[src/rtl/spi_byte_phy.sv]
// rtl/spi_byte_phy.sv - SPI mode-0 byte-level slave PHY with oversampled, synchronized inputs
module spi_byte_phy (
    input  logic       clk,
    input  logic       rst,
    input  logic       sck,
    input  logic       cs,
    input  logic       sdi,
    output logic       sdo,
    input  logic [7:0] idata,
    input  logic       tx_en,
    output logic [7:0] odata,
    output logic       rx_valid,
    output logic       tx_done,
    output logic       frame_err,
    output logic       cs_active
);

    typedef enum logic {IDLE, ACTIVE} state_t;

    state_t      state, state_nxt;
    logic [2:0]  sck_sync, cs_sync;
    logic [1:0]  sdi_sync;
    logic [1:0]  fill;
    logic        cs_ready;
    logic [2:0]  bit_cnt, cnt_inc, cnt_after;
    logic [7:0]  rx_shift, tx_shift, tx_load;
    logic        tx_armed, done_armed, byte_done;
    logic        sck_rise, sck_fall, cs_rise, cs_fall, sdi_bit;

    // Index 0/1 are the synchronizer, index 2 is the edge-detect history.
    always_ff @(posedge clk or posedge rst) begin
        if (rst) begin
            sck_sync <= 3'b000;
            cs_sync  <= 3'b111;
            sdi_sync <= 2'b00;
            fill     <= 2'b00;
            cs_ready <= 1'b0;
        end else begin
            sck_sync <= {sck_sync[1:0], sck};
            cs_sync  <= {cs_sync[1:0], cs};
            sdi_sync <= {sdi_sync[0], sdi};
            fill     <= {fill[0], 1'b1};
            // A frame may only start once cs has really been seen high after reset.
            if (fill[1] && cs_sync[1])
                cs_ready <= 1'b1;
        end
    end

    assign sck_rise  = sck_sync[1] & ~sck_sync[2];
    assign sck_fall  = ~sck_sync[1] & sck_sync[2];
    assign cs_rise   = cs_sync[1] & ~cs_sync[2];
    assign cs_fall   = cs_ready & ~cs_sync[1] & cs_sync[2];
    assign sdi_bit   = sdi_sync[1];
    assign cnt_inc   = bit_cnt + 3'd1;
    assign cnt_after = sck_rise ? cnt_inc : bit_cnt;
    assign tx_load   = tx_en ? idata : 8'h00;

    always_ff @(posedge clk or posedge rst) begin
        if (rst)
            state <= IDLE;
        else
            state <= state_nxt;
    end

    always_comb begin
        state_nxt = state;
        cs_active = 1'b0;
        case (state)
            IDLE: begin
                if (cs_fall)
                    state_nxt = ACTIVE;
            end
            ACTIVE: begin
                cs_active = 1'b1;
                if (cs_rise)
                    state_nxt = IDLE;
            end
            default: state_nxt = IDLE;
        endcase
    end

    assign sdo = cs_active & tx_shift[7];

    always_ff @(posedge clk or posedge rst) begin
        if (rst) begin
            bit_cnt    <= 3'd0;
            rx_shift   <= 8'h00;
            tx_shift   <= 8'h00;
            tx_armed   <= 1'b0;
            done_armed <= 1'b0;
            byte_done  <= 1'b0;
            odata      <= 8'h00;
            rx_valid   <= 1'b0;
            tx_done    <= 1'b0;
            frame_err  <= 1'b0;
        end else begin
            byte_done <= 1'b0;
            rx_valid  <= 1'b0;
            tx_done   <= 1'b0;
            frame_err <= 1'b0;
            // Publishing one cycle after the shift keeps odata and both pulses aligned.
            if (byte_done) begin
                odata    <= rx_shift;
                rx_valid <= 1'b1;
                tx_done  <= done_armed;
            end
            case (state)
                IDLE: begin
                    if (cs_fall) begin
                        bit_cnt  <= 3'd0;
                        tx_shift <= tx_load;
                        tx_armed <= tx_en;
                    end
                end
                ACTIVE: begin
                    if (sck_rise) begin
                        rx_shift <= {rx_shift[6:0], sdi_bit};
                        bit_cnt  <= cnt_inc;
                        if (bit_cnt == 3'd7) begin
                            byte_done  <= 1'b1;
                            done_armed <= tx_armed;
                        end
                    end
                    if (sck_fall) begin
                        if (bit_cnt == 3'd0) begin
                            tx_shift <= tx_load;
                            tx_armed <= tx_en;
                        end else begin
                            tx_shift <= {tx_shift[6:0], 1'b0};
                        end
                    end
                    if (cs_rise) begin
                        bit_cnt <= 3'd0;
                        if (cnt_after != 3'd0)
                            frame_err <= 1'b1;
                    end
                end
                default: ;
            endcase
        end
    end

endmodule

[config.mk]
export PLATFORM = sky130hd
export DESIGN_NAME = spi_byte_phy
export DESIGN_NICKNAME = d
export VERILOG_FILES = /design/src/rtl/spi_byte_phy.sv
export SDC_FILE = /design/constraint.sdc
export NUM_CORES = 1
export LEC_CHECK = 0
export ABC_AREA = 1
export CORE_MARGIN = 2
export CORE_UTILIZATION = 57
export DETAILED_ROUTE_END_ITERATION = 7
export PLACE_DENSITY = 0.83
export SYNTH_ARGS = -nofsm -noshare
export SYNTH_HDL_FRONTEND = slang
export SYNTH_SLANG_ARGS = --single-unit
[constraint.sdc]
create_clock -name clk -period 2.5 [get_ports clk]
set_input_delay 0.25 -clock clk [delete_from_list [all_inputs] [get_ports clk]]
set_output_delay 0.25 -clock clk [all_outputs]
set_load 0.01 [all_outputs]
; ---- Word level (Yosys, flattened, before mapping)
; Index checks and enable logic that the tools add are counted.
; W data, S select, Z words.
[word_totals]
elab_cells = 64
in_bits = 14
out_inout_bits = 13
regBits = 45
[classes]
reduce_logical = 7
eq_ne = 4
n_bitwise = 11
mux = 25
add_sub_neg = 1
[ops]
columns = operator, count
row1 = $mux W8, 4
row2 = $pmux W8 S2, 1
row3 = $mux W1, 14
row4 = $mux W3, 3
row5 = $and A1 B1 Y1, 6
row6 = $pmux W3 S2, 1
row7 = $reduce_and A3 Y1, 2
row8 = $not A1 Y1, 5
row9 = $ne A2 B1 Y1 const B, 2
row10 = $pmux W1 S2, 2
row11 = $reduce_and A2 Y1, 2
row12 = $add A3 B1 Y3 const B, 1
row13 = $eq A3 B3 Y1 const B, 1
row14 = $logic_not A3 Y1, 1
row15 = $reduce_bool A3 Y1, 1
row16 = $ne A2 B2 Y1 const B, 1
row17 = $logic_and A1 B1 Y1, 1

; ---- Depth between registers and ports, before layout
; Gate-level depths: netlist of run 1.
[logic_depth]
depth_word = 7
depth_mapped = 8
depth_no_buf = 8

; ---- Worst setup path after synthesis of run 1
; OpenSTA, ideal clock, no wires.
[synth_path]
path_kind = register to register
startpoint = register bit_cnt[0]
endpoint = register frame_err
n_path_buf = 0
path_slack_ns = 1.231
synth_period_minus_slack_ns = 1.269
arrival_time_ns = 1.157
required_ns = 2.387
stages_incl_launch_ff = 9
setup_time_ns = 0.113
cell_sequence = dfrtp_1 > ha_1 > ha_1 > inv_1 > nand3_1 > nand2_1 > nand3_1 > nand2_1 > inv_1
[synth_between]
elab_chain_len = 6
[synth_lines]
columns = item, line
row1 = "start, declared", 25  ; logic [2:0] bit_cnt, cnt_inc, cnt_after;
row2 = "start signal, assigned", 118  ; bit_cnt <= cnt_inc;
row3 = $add A3 B1 Y3, 54  ; assign cnt_inc = bit_cnt + 3'd1;
row4 = $mux W3 (*), -
row5 = $reduce_bool A3 Y1 (*), 134  ; if (cnt_after != 3'd0)
row6 = $mux W1 (*), 134
row7 = $mux W1 (*), 132  ; if (cs_rise) begin
row8 = $mux W1 (*), 107  ; case (state)
row9 = "end signal, assigned", 95  ; frame_err <= 1'b0;
row10 = "end signal, assigned", 100  ; frame_err <= 1'b0;
row11 = "end signal, assigned", 135  ; frame_err <= 1'b1;
row12 = "end, declared", 14  ; output logic frame_err,
; Every way passes the cells marked *; elsewhere a longest branch is shown, timed or not.
; A chain may end at the register's enable or synchronous reset.

; ---- Final worst setup path of run 1
[layout_path]
startpoint = register state
endpoint = output port sdo
[layout_between]
elab_chain_len = 2
[layout_lines]
columns = item, line
row1 = "start, declared", 20  ; state_t state, state_nxt;
row2 = "start signal, assigned", 62  ; state <= state_nxt;
row3 = $mux W1, 68  ; case (state)
row4 = $and A1 B1 Y1, 82  ; assign sdo = cs_active & tx_shift[7];
row5 = "end, declared", 8  ; output logic sdo,
; No other way between the ends.

==> impl_metrics.ini, run 1 <==
[outcome]
status = finished, final reports clean

[die]
ios = 27
start_util_pct = 59.8
die_y_um = 60.6
die_w_um = 60.6
rows = 20
core_sq_um = 3050
design.die.area_sq_um = 3670

[cells_and_area]
final_common_cell = nand2_1
multi_input_area_sq_um = 601
layout-drive-gt1-share_pct = 10.7
final-seq-area_sq_um = 1130
area_growth_pct = 20.0
nets = 230
diodes = 0
layout_common_cells = 53 x nand2_1, 42 x dfrtp_1, 26 x clkdlybuf4s50_1, 16 x inv_1
n_fill_cell = 245

[placed_design]
dp_hpwl_um = 2160
io_buffers = 26
place.gp.congestion = 0.816

[clocking]
worstSkewPairLatency_ns = 0.36
ctsHoldBuffers = 0
cts-root-buf = clkbuf_4
cts_sinks = 45
cts_setup_buffers = 0
cts_tree = yes
clock_path_buffers = 2
cts_max_level = 2
path_clk_slew_ns = 0.13
cts_resized = 0
cts_buffers = 5

[pwr]
leakage_nw = 1.09
cell_internal_pwr_mw = 1.14
pwr-share-comb_pct = 22.6
pwr_density_cell_nw_per_um2 = 751
clockPowerShare_pct = 20.7
netSwitchingFraction_pct = 30.9
power.switching_uw = 508
worst_ir_drop_vdd_mv = 0.517
seqPwrFrac_pct = 56.6
total_power_mw = 1.64

[sta]
maxSlewViolCount = 0
grt_setup_unrepaired = false
finClkSkew_ns = 0.0129
finalSetupViolations = 0
max_freq_ghz = 0.510
period_share_pct = 78.4
min_period_ns = 1.96
setup_tns_ns = 0
finalHoldViolCount = 0

[setup_path]
crit_fanout = 15
crit_start = state$_DFF_PP0_
crit_arrival_ns = 1.71
cp-end-kind = primary output
start_kind = flip-flop
critical_path_required_ns = 2.25
worstReg2RegStart = state$_DFF_PP0_
crit_type = reg -> out

[routing]
antenna_left = 0
vias = 1317
drtIter0Drc = 50
drc = 0
routed_wl_um = 3030
first_pass_iters = 4
via_per_inst = 5.10
wl_per_cell_um = 11.7

[global_route]
grt_max_degree = 46
grt_pass1_vias = 1256
gr-total-overflow = 0
grt_use_total_pct = 19.6
antenna_found_initial = 0
grt_pass1_wl_um = 5220

[synthesis]
synth_area_sq_um = 1820
ys_seq_elements = 45
yosysUniqueCellTypes = 24
synth_fp_nets = 201
syn_area_per_cell_sq_um = 9.91
synth_cells = 184
yosys_warnings = 0
seq_area_frac_synth_pct = 61.9

[hold_path]
min_path_type = in -> async

[run]
max-cap-violations = 0
-- layout make-up --
class / instances / share of cell area [%]
sequential: 45 / 51.6
multi-input combinational: 117 / 27.4
timing repair buffer: 27 / 12.8
inverter: 17 / 2.92
tap: 44 / 2.52
clock buffer: 5 / 1.72
clock inverter: 3 / 0.972
-- power by group through the flow --
stage,clock [mW],combinational [mW],sequential [mW]
final,0.341,0.372,0.932
after global routing,0.383,0.429,0.948
after CTS,0.350,0.377,0.931
after detailed placement,0,0.375,0.946
after global placement,0,0.354,0.940
after floorplan,0,0.262,0.930
-- path summary, 6_finish.rpt --
check                                          to  slack [ns]  cells after the start
max                                           sdo        0.54                      3
min                          odata[5]$_DFFE_PP0P_        0.22                      3
max reg2reg                done_armed$_DFFE_PP0P_        0.99                      3
min reg2reg                 sdi_sync[1]$_DFF_PP0_        0.37                      0
max in group asynchronous    cs_sync[2]$_DFF_PP1_        2.01                      3
min in group clk             cs_sync[0]$_DFF_PP1_        0.30                      1
-- worst max-delay path: stages (launching register included) --
cell and delay, ns:
dfrtp_1 0.67, nand2_1 0.10, inv_1 0.07, clkdlybuf4s50_1 0.53
-- per-stage QoR --
step	std cells	hold slack [ns]	area [sq um]	utilization, %	setup slack (ns)
after detailed placement	250	0.340	2130	69.8	0.923
final	258	0.221	2190	71.7	0.539
after global placement	250	0.332	2130	69.8	0.952
after CTS	258	0.236	2190	71.7	0.520
after global routing	258	0.234	2190	71.7	0.399
after floorplan	184	0.254	1820	-	1.20
-- logic make-up (layout without fill, tap and decap cells) --
kind of cell	after synthesis	count (layout)	synth area share, %
and+or+nand+nor	84	84	20.8
DFF	45	45	61.9
AOI/OAI and AO/OA	25	25	7.41
buffers and inverters	22	52	5.14
muxes	4	4	2.47
adders and majority gates	3	3	2.06
other	1	1	0.206
-- registers in the layout (all words and copies together) (netlist names) --
name and count:
rx_valid 1, frame_err 1, cs_sync 3, done_armed 1, tx_shift 8, odata 8, cs_ready 1, fill 2
tx_armed 1, tx_done 1, bit_cnt 3, byte_done 1, sck_sync 3, state 1, sdi_sync 2, rx_shift 8
-- cells in the mapped netlist, drive strengths merged --
cell type	number	area [sq um]
a21o	1	7.51
a21oi	9	45.0
buf	4	26.3
clkbuf	1	3.75
conb	1	3.75
dfrtp	42	1050
dfstp	3	78.8
ha	3	37.5
inv	17	63.8
mux2	4	45.0
nand2	57	229
nand3	7	40.0
nand3b	8	60.1
nand4	1	6.26
nor2	10	37.5
o21ai	12	63.8
o22ai	3	18.8
or2	1	6.26
-- layer usage --
metal / GRT usage (%) / part of all wire, % / vias up
met2: 33.9 / 50 / 37
li1: - / - / 642
met4: 5.59 / 1.4 / 0
met3: 6.82 / 6.0 / 7
met5: 0 / 0 / -
met1: 23.1 / 43 / 631
(Power assumes the default switching activity.)
==> inputs of run 2 (changes only) <==
--- a/config.mk
+++ b/config.mk
@@ -7,9 +7,9 @@
 export LEC_CHECK = 0
 export ABC_AREA = 1
 export CORE_MARGIN = 2
-export CORE_UTILIZATION = 57
+export CORE_UTILIZATION = 47
 export DETAILED_ROUTE_END_ITERATION = 7
-export PLACE_DENSITY = 0.83
+export PLACE_DENSITY = 0.73
 export SYNTH_ARGS = -nofsm -noshare
 export SYNTH_HDL_FRONTEND = slang
 export SYNTH_SLANG_ARGS = --single-unit
==> constraint.sdc (replaced) <==
create_clock -name clk -period 1.7 [get_ports clk]
set_input_delay 0.17 -clock clk [delete_from_list [all_inputs] [get_ports clk]]
set_output_delay 0.17 -clock clk [all_outputs]
set_load 0.01 [all_outputs]
==> impl_metrics.ini, run 2 (synthesis gave the netlist of run 1 again) <==
[outcome]
status = finished, final reports clean

[clocking]
cts_setup_buffers = 0
worstSkewPairLatency_ns = 0.29
cts_buffers = 5
clock_path_buffers = 2
cts_tree = yes
path_clk_slew_ns = 0.08
cts_max_level = 2
cts-root-buf = clkbuf_8
cts_resized = 0
ctsHoldBuffers = 0
cts_sinks = 45

[setup_path]
critical_path_required_ns = 1.53
start_kind = flip-flop
worstReg2RegStart = bit_cnt[0]$_DFFE_PP0P_
crit_type = reg -> out
crit_start = state$_DFF_PP0_
crit_fanout = 7
cp-end-kind = primary output
crit_arrival_ns = 1.45

[placed_design]
io_buffers = 26
place_inst = 255
place.gp.congestion = 0.803
dpl_cell_area_sq_um = 2140
dp_hpwl_um = 2360

[die]
core_sq_um = 3690
start_util_pct = 49.5
die_w_um = 66.3
rows = 22
ios = 27
design.die.area_sq_um = 4400
die_y_um = 66.3

[sta]
max_freq_ghz = 0.619
finalSetupViolations = 0
min_period_ns = 1.62
period_share_pct = 95.1
finClkSkew_ns = 0.00400
whs_ns = 0.188
maxSlewViolCount = 0
worst_slew_pin_slew_ns = 0.606
timing.slew.headroom_pct = 59.3
setup_tns_ns = 0
finalHoldViolCount = 0
grt_setup_unrepaired = false

[cells_and_area]
final_common_cell = nand2_1
multi_input_area_sq_um = 601
nets = 231
diodes = 0
area_growth_pct = 22.2
instances_no_fill = 263
layout_common_cells = 53 x nand2_1, 42 x dfrtp_1, 26 x clkdlybuf4s50_1, 16 x inv_1
reg.largest.list = odata x8, rx_shift x8, tx_shift x8
final-seq-area_sq_um = 1130
n_fill_cell = 333
fin_area_sq_um = 2230
layout-drive-gt1-share_pct = 11.2

[run]
max-cap-violations = 0

[pwr]
power.switching_uw = 759
clockPowerShare_pct = 24.4
worst_ir_drop_vdd_mv = 0.622
pwr-share-comb_pct = 22.1
pwr_density_cell_nw_per_um2 = 1150
netSwitchingFraction_pct = 29.7
leakage_nw = 1.11
seqPwrFrac_pct = 53.5
total_power_mw = 2.55
cell_internal_pwr_mw = 1.80

[routing]
wl_per_cell_um = 12.2
antenna_left = 0
vias = 1298
routed_wl_um = 3200
via_per_inst = 4.94
first_pass_iters = 4
drc = 0
drtIter0Drc = 89

[global_route]
grt_max_degree = 30
gr-total-overflow = 0
grt_pass1_wl_um = 5550
grt_use_total_pct = 17.0
grt_pass1_vias = 1297
antenna_found_initial = 0

[hold_path]
min_path_type = in -> async
-- run 2: per-layer routing --
layer | wire, um | vias up | global-route usage (%) | part of all wire (%)
li1 | - | 647 | - | -
met1 | 1350 | 613 | 19.8 | 42
met2 | 1620 | 31 | 28.1 | 51
met3 | 161 | 7 | 4.60 | 5.0
met4 | 67 | 0 | 9.95 | 2.1
met5 | 0 | - | 0 | 0
-- run 2: area by class of cell --
class                           count  share of cell area [%]
Multi-Input combinational cell    117                    27.0
Clock inverter                      3                   0.786
Clock buffer                        5                    3.09
Inverter                           17                    2.86
Sequential cell                    45                    50.7
Timing Repair Buffer               28                    12.9
Tap cell                           48                    2.70
-- run 2: power groups by stage --
stage | Combinational [mW] | Sequential [mW] | Clock, mW
2_1_floorplan | 0.386 | 1.37 | 0
3_3_place_gp | 0.533 | 1.37 | 0
3_5_place_dp | 0.570 | 1.39 | 0
4_1_cts | 0.572 | 1.37 | 0.641
5_1_grt | 0.646 | 1.39 | 0.704
6_report | 0.564 | 1.37 | 0.623
-- run 2: worst paths after layout --
path	end	slack, ns	depth (start not counted)
worst max-delay path	sdo	0.08	3
worst min-delay path	frame_err$_DFF_PP0_	0.19	2
worst max register to register	frame_err$_DFF_PP0_	0.30	8
worst min register to register	sdi_sync[1]$_DFF_PP0_	0.35	0
max in group asynchronous	odata[0]$_DFFE_PP0P_	1.02	3
min in group clk	cs_sync[0]$_DFF_PP1_	0.29	1
-- run 2: per-stage QoR --
step | util (%) | setup WS (ns)
after global routing | 60.4 | 0.0107
after floorplan | - | 0.431
after global placement | 58.1 | 0.405
final | 60.4 | 0.0832
after detailed placement | 58.1 | 0.320
after CTS | 60.4 | 0.0780
-- run 2: worst max-delay path, cell delays in order (launching register included) --
cell             delay, ns
dfrtp_1               0.49
nand2_1               0.08
inv_1                 0.05
clkdlybuf4s50_1       0.53
